--- src/rtl/demux_seq_pkg.sv ---
// Shared definitions for the demux frame sequencer: FSM state encodings and
// the fixed field widths of the serial frame.
package demux_seq_pkg;

    localparam int ADDR_BITS = 3;
    localparam int COUNT_W   = 8;

    typedef logic [2:0] state_t;

    localparam state_t ST_IDLE    = 3'd0;
    localparam state_t ST_ADDR    = 3'd1;
    localparam state_t ST_DATA    = 3'd2;
    localparam state_t ST_STOP    = 3'd3;
    localparam state_t ST_RECOVER = 3'd4;

endpackage

--- src/rtl/demux_frame_sequencer.sv ---
// Deframes a serial stream (start, 3-bit address, payload, stop) into a
// registered channel select S and a payload bit I for a 1:8 demultiplexer.
module demux_frame_sequencer
    import demux_seq_pkg::*;
#(
    parameter int DATA_BITS = 4
) (
    input  logic               clk,
    input  logic               rst_n,
    input  logic               rx_in,
    output logic [2:0]         S,
    output logic               I,
    output logic               frame_active,
    output logic               frame_done,
    output logic               frame_err,
    output logic [COUNT_W-1:0] frame_count
);

    localparam int CNT_W = $clog2((DATA_BITS > ADDR_BITS) ? DATA_BITS : ADDR_BITS);
    localparam logic [CNT_W-1:0] ADDR_LAST = CNT_W'(ADDR_BITS - 1);
    localparam logic [CNT_W-1:0] DATA_LAST = CNT_W'(DATA_BITS - 1);

    state_t                 state;
    logic [CNT_W-1:0]       bit_cnt;
    logic [ADDR_BITS-1:0]   addr_shift;
    logic [ADDR_BITS-1:0]   addr_next;

    assign addr_next = {addr_shift[ADDR_BITS-2:0], rx_in};

    // S is only ever loaded on the last address edge so it survives errors
    // and idle gaps; I is cleared at the stop edge so the demux idles low.
    always_ff @(posedge clk or negedge rst_n) begin
        if (!rst_n) begin
            state        <= ST_IDLE;
            bit_cnt      <= '0;
            addr_shift   <= '0;
            S            <= '0;
            I            <= 1'b0;
            frame_active <= 1'b0;
            frame_done   <= 1'b0;
            frame_err    <= 1'b0;
            frame_count  <= '0;
        end else begin
            frame_done <= 1'b0;
            frame_err  <= 1'b0;
            case (state)
                ST_IDLE: begin
                    if (!rx_in) begin
                        state   <= ST_ADDR;
                        bit_cnt <= '0;
                    end
                end
                ST_ADDR: begin
                    addr_shift <= addr_next;
                    if (bit_cnt == ADDR_LAST) begin
                        S       <= addr_next;
                        state   <= ST_DATA;
                        bit_cnt <= '0;
                    end else begin
                        bit_cnt <= bit_cnt + 1'b1;
                    end
                end
                ST_DATA: begin
                    I            <= rx_in;
                    frame_active <= 1'b1;
                    if (bit_cnt == DATA_LAST) begin
                        state   <= ST_STOP;
                        bit_cnt <= '0;
                    end else begin
                        bit_cnt <= bit_cnt + 1'b1;
                    end
                end
                ST_STOP: begin
                    I            <= 1'b0;
                    frame_active <= 1'b0;
                    if (rx_in) begin
                        frame_done  <= 1'b1;
                        frame_count <= frame_count + 1'b1;
                        state       <= ST_IDLE;
                    end else begin
                        frame_err <= 1'b1;
                        state     <= ST_RECOVER;
                    end
                end
                ST_RECOVER: begin
                    if (rx_in) begin
                        state <= ST_IDLE;
                    end
                end
                default: begin
                    state <= ST_IDLE;
                end
            endcase
        end
    end

endmodule

--- config.mk ---
export PLATFORM = sky130hd
export DESIGN_NAME = demux_frame_sequencer
export DESIGN_NICKNAME = d
export VERILOG_FILES = /design/src/rtl/demux_seq_pkg.sv /design/src/rtl/demux_frame_sequencer.sv
export SDC_FILE = /design/constraint.sdc
export NUM_CORES = 1
export LEC_CHECK = 0
export ABC_AREA = 1
export CAP_MARGIN = 20
export CORE_MARGIN = 2
export CORE_UTILIZATION = 58
export CTS_BUF_LIST = sky130_fd_sc_hd__clkbuf_4 sky130_fd_sc_hd__clkbuf_8
export DETAILED_ROUTE_END_ITERATION = 8
export HOLD_SLACK_MARGIN = 0.1
export PLACE_DENSITY = 0.88
export SETUP_SLACK_MARGIN = 0.2
export SKIP_CTS_REPAIR_TIMING = 1
export SKIP_LAST_GASP = 1
export SLEW_MARGIN = 20
export SYNTH_ARGS = -nofsm -noshare
export SYNTH_HDL_FRONTEND = slang
export SYNTH_SLANG_ARGS = --single-unit
--- constraint.sdc ---
create_clock -name clk -period 2.6 [get_ports clk]
set_clock_uncertainty 0.15 [all_clocks]
set_input_delay 0.65 -clock clk [delete_from_list [all_inputs] [get_ports clk]]
set_output_delay 0.65 -clock clk [all_outputs]
set_load 0.01 [all_outputs]
=== Word level (Yosys, flattened, before mapping) ===
Index checks and enable logic that the tools add are counted.

* Add/subtract/negate cells: 2
* Mux-type cells: 16
* Reduce and logical (&&, ||, !) cells: 7
* Eq/ne operators: 10

{| class="wikitable"
|+ Operators by type and width
! cell !! number
|-
| $mux 3 || 5
|-
| $pmux 3 s5 || 1
|-
| $add 8x1->8 const B || 1
|-
| $ne 2x2->1 const B || 4
|-
| $eq 3x2->1 const B || 2
|-
| $mux 2 || 3
|-
| $pmux 2 s3 || 1
|-
| $reduce_and 2->1 || 3
|-
| $eq 2x2->1 const B || 2
|-
| $mux 1 || 4
|-
| $pmux 1 s2 || 2
|-
| $reduce_and 4->1 || 1
|-
| $eq 3x1->1 const B || 1
|-
| $eq 3x3->1 const B || 1
|-
| $logic_not 3->1 || 1
|-
| $reduce_bool 3->1 || 1
|-
| $add 2x1->2 const B || 1
|-
| $reduce_bool 2->1 || 1
|}

* Output and inout bits: 15
* Logic and storage cells: 44
* Register bits after elaboration: 22

=== Logic depth before layout (Yosys ltp) ===
* Depth after elaboration: 3
* Gate-level depth with buffers: 8
* Gate-level depth less buffers: 8

=== Worst setup path after synthesis ===
Ideal clock, no wire load.

* Kind: input -> register
* From: input rx_in
* To: register state[1]
* Stages on the path: 6
* Setup time: 0.120 ns
* Arrival time: 1.146 ns
* Path slack: 1.184 ns
* Data required time: 2.330 ns
* Cells stage by stage: inv_1 > nand3_1 > nand2_1 > nor2_1 > nand2_1 > nand2_1

* Longest elaborated chain between the ends: 2
* Elaborated cells between the ends (all ways): 3
* Classes of those cells: eq/ne (2); reduce/logical (1)

{| class="wikitable"
|+ RTL lines
! item !! line !! text
|-
| start, declared || demux_frame_sequencer.sv:10 || <nowiki>input logic rx_in,</nowiki>
|-
| $ne 2x2->1 (no line) || n/a ||
|-
| $reduce_and 4->1 (no line) * || n/a ||
|-
| end signal, assigned || demux_frame_sequencer.sv:34 || <nowiki>state <= ST_IDLE;</nowiki>
|-
| end signal, assigned || demux_frame_sequencer.sv:49 || <nowiki>state <= ST_ADDR;</nowiki>
|-
| end signal, assigned || demux_frame_sequencer.sv:57 || <nowiki>state <= ST_DATA;</nowiki>
|-
| end, declared || demux_frame_sequencer.sv:23 || <nowiki>state_t state;</nowiki>
|}

Mark *: on every way between the ends. The rest lies on a longest branch, timed or not.
A chain may end at the register's enable or synchronous reset.

=== Worst setup path after layout ===
* From: register frame_count[0]
* To: output frame_count[0]

{| class="wikitable"
|+ RTL lines
! item !! line !! text
|-
| start, declared || demux_frame_sequencer.sv:16 || <nowiki>output logic [COUNT_W-1:0] frame_count</nowiki>
|-
| start signal, assigned || demux_frame_sequencer.sv:78 || <nowiki>frame_count <= frame_count + 1'b1;</nowiki>
|}

No word-level cell between the ends.

==> out/qor.txt <==
status = finished, final reports clean
crit path buf inv count = 1
Hold Path Class = register to register
minimum clock period = 2.11 ns
Initial Utilization = 61.7%
DRT Wirelength = 2.02 mm
pin count of the biggest net entering global routing = 23
Sink Count = 22
worst rel slew slack = 76.5%
DRC = 0
critical path class = register to output port
pwr dens = 1030 nW/um2
aggregate global-route resource usage = 23.0%
RSZ-0062 raised after global routing = false
Die W = 47.1 um
area leader, netlist = dfrtp_1
Worst setup EP type = output port
core area = 1750 um2
crit-path cells = clkdlybuf4s50_1
syn avg cell area = 8.98 um2
CTS buffer count = 3
dpl hpwl = 1.55 mm
share of cells above drive strength 1 = 11.3%
Ant. Diodes = 0
Clock transition at path regs = 0.12 ns
Top Ports = 18
grt ovf = 0
final net count = 151
remaining antenna violation count = 0
root buffer cell = clkbuf_4
1st-pass router iterations = 4
most common cell in the netlist = nand2_1
DR WL/cell = 12.1 um
Placed Cells incl. Taps = 163
vias per cell = 5.05
ys async rst share = 100%
routability congestion estimate = 0.871
die footprint = 2220 um2
top cells by area, synth = dfrtp_1 (51%), nand2_1 (13%), ha_1 (5.8%)
CP startpoint kind = register
crit-path leading delay family = buffers and inverters
die height = 47.1 um
DRT iter0 DRCs = 21
number of synthesized register bits = 22
Slew Limit Fails = 0
first-pass GRT wire length = 3.51 mm
cells after synthesis = 120
distinct cell type count after synthesis = 18
worst-margin pin slew = 0.353 ns
Critical Path Fanout Max = 4
vias in the first global route = 826
Post-synth top flop = dfrtp_1
DR vias = 843
site row count = 15
Filler cells = 133
sequential area share after synthesis = 51.1%
synth-to-layout area growth = 22.8%
initial antenna violation count = 0
Data required, critical path = 1.80 ns
max-cap viol count = 0
hold slack = 0.359 ns
Lkg Pwr = 0.000662 uW
Yosys top cell area share = 51.1%
Worst Path Arrival = 1.31 ns
H-Tree Depth = 1
Final Hold Viols = 0
dpl cell area = 1290 um2
clock latency on the worst-skew pair = 0.31 ns
f_max = 475 MHz
commonest cells in the netlist = nand2_1 (36), dfrtp_1 (22), inv_1 (13), nand3_1 (7), nor2_1 (7)
Final setup viols = 0
slowest CP cell = clkdlybuf4s50_1
Tcrit/Tclk final = 81.0%
VDD IR max = 640 uV
Sum Neg Setup Slack = 0 ns
EDFF count, synth = 0
non-filler cells, final = 167
fin area = 1320 um2
syn nets = 128
CTS Buffer Depth = 2
TritonCTS clock tree = done
Netlist Area Pre-Place = 1080 um2
I/O Buffers = 17
Max stage delay on crit path = 0.56 ns
Synth Warn # = 0
[cells in the final DEF (no fill, tap or decap), drive strengths merged]
master / netlist / routed
clkdlybuf4s50: 0 / 17
nor2: 9 / 9
nand3b: 2 / 2
xor2: 2 / 2
dfrtp: 22 / 22
o21ai: 11 / 11
buf: 0 / 1
inv: 15 / 15
xnor2: 3 / 3
nand3: 8 / 8
nor3: 1 / 1
ha: 5 / 5
clkbuf: 0 / 4
nand4: 1 / 1
nand2: 41 / 41
[state kept, by name (all words and copies together), names as in the netlist]
name          flops
frame_active      1
frame_count       8
I                 1
addr_shift        2
frame_done        1
frame_err         1
state             3
bit_cnt           2
S                 3
[cells by family after synthesis]
kind of cell,after synthesis,share of synthesized area (%)
AOI/OAI and AO/OA,11,5.11
xor gates and xnor gates,5,4.07
adders and majority gates,5,5.81
buffers and inverters,15,5.23
DFF,22,51.1
and+or+nand+nor,62,28.7
[layout make-up]
class | count | area [um2] | share of cell area, %
Multi-Input combinational cell | 83 | 470 | 35.6
Tap cell | 25 | 31.3 | 2.37
Clock buffer | 4 | 36.3 | 2.74
Sequential cell | 22 | 551 | 41.6
Timing Repair Buffer | 18 | 178 | 13.4
Inverter | 15 | 56.3 | 4.26
[layer usage]
metal  track usage, %  vias to the layer above  wire (um)
met3             3.46                        7         80
li1                 -                      421          -
met1             27.7                      387        852
met4             8.89                        0         43
met2             41.1                       28       1050
met5                0                        -          0
[worst paths after layout]
check                          startpoint              to  slack [ns]  cells after the start
max                        frame_count[0]  frame_count[0]        0.49                      1
min reg2reg                          S[2]            S[2]        0.36                      2
min                                  S[2]            S[2]        0.36                      2
max in group asynchronous           rst_n  frame_count[7]        1.56                      2
max reg2reg                      state[1]            S[0]        1.11                      4
min in group asynchronous           rst_n       frame_err        0.52                      2
[through the flow]
step	total power [uW]	utilization, %	worst slack, ns
2_1_floorplan	939	-	1.18
3_3_place_gp	1150	73.7	0.563
3_5_place_dp	1180	73.7	0.505
4_1_cts	1370	75.8	0.490
5_1_grt	1500	75.8	0.446
6_report	1370	75.8	0.493
[power by group]
part,total (uW),internal (uW),switching [uW]
combinational,594,265,329
sequential,581,460,122
clock,191,85.6,106
total,1370,810,556
No activity file was read; power rests on OpenSTA's default activity.
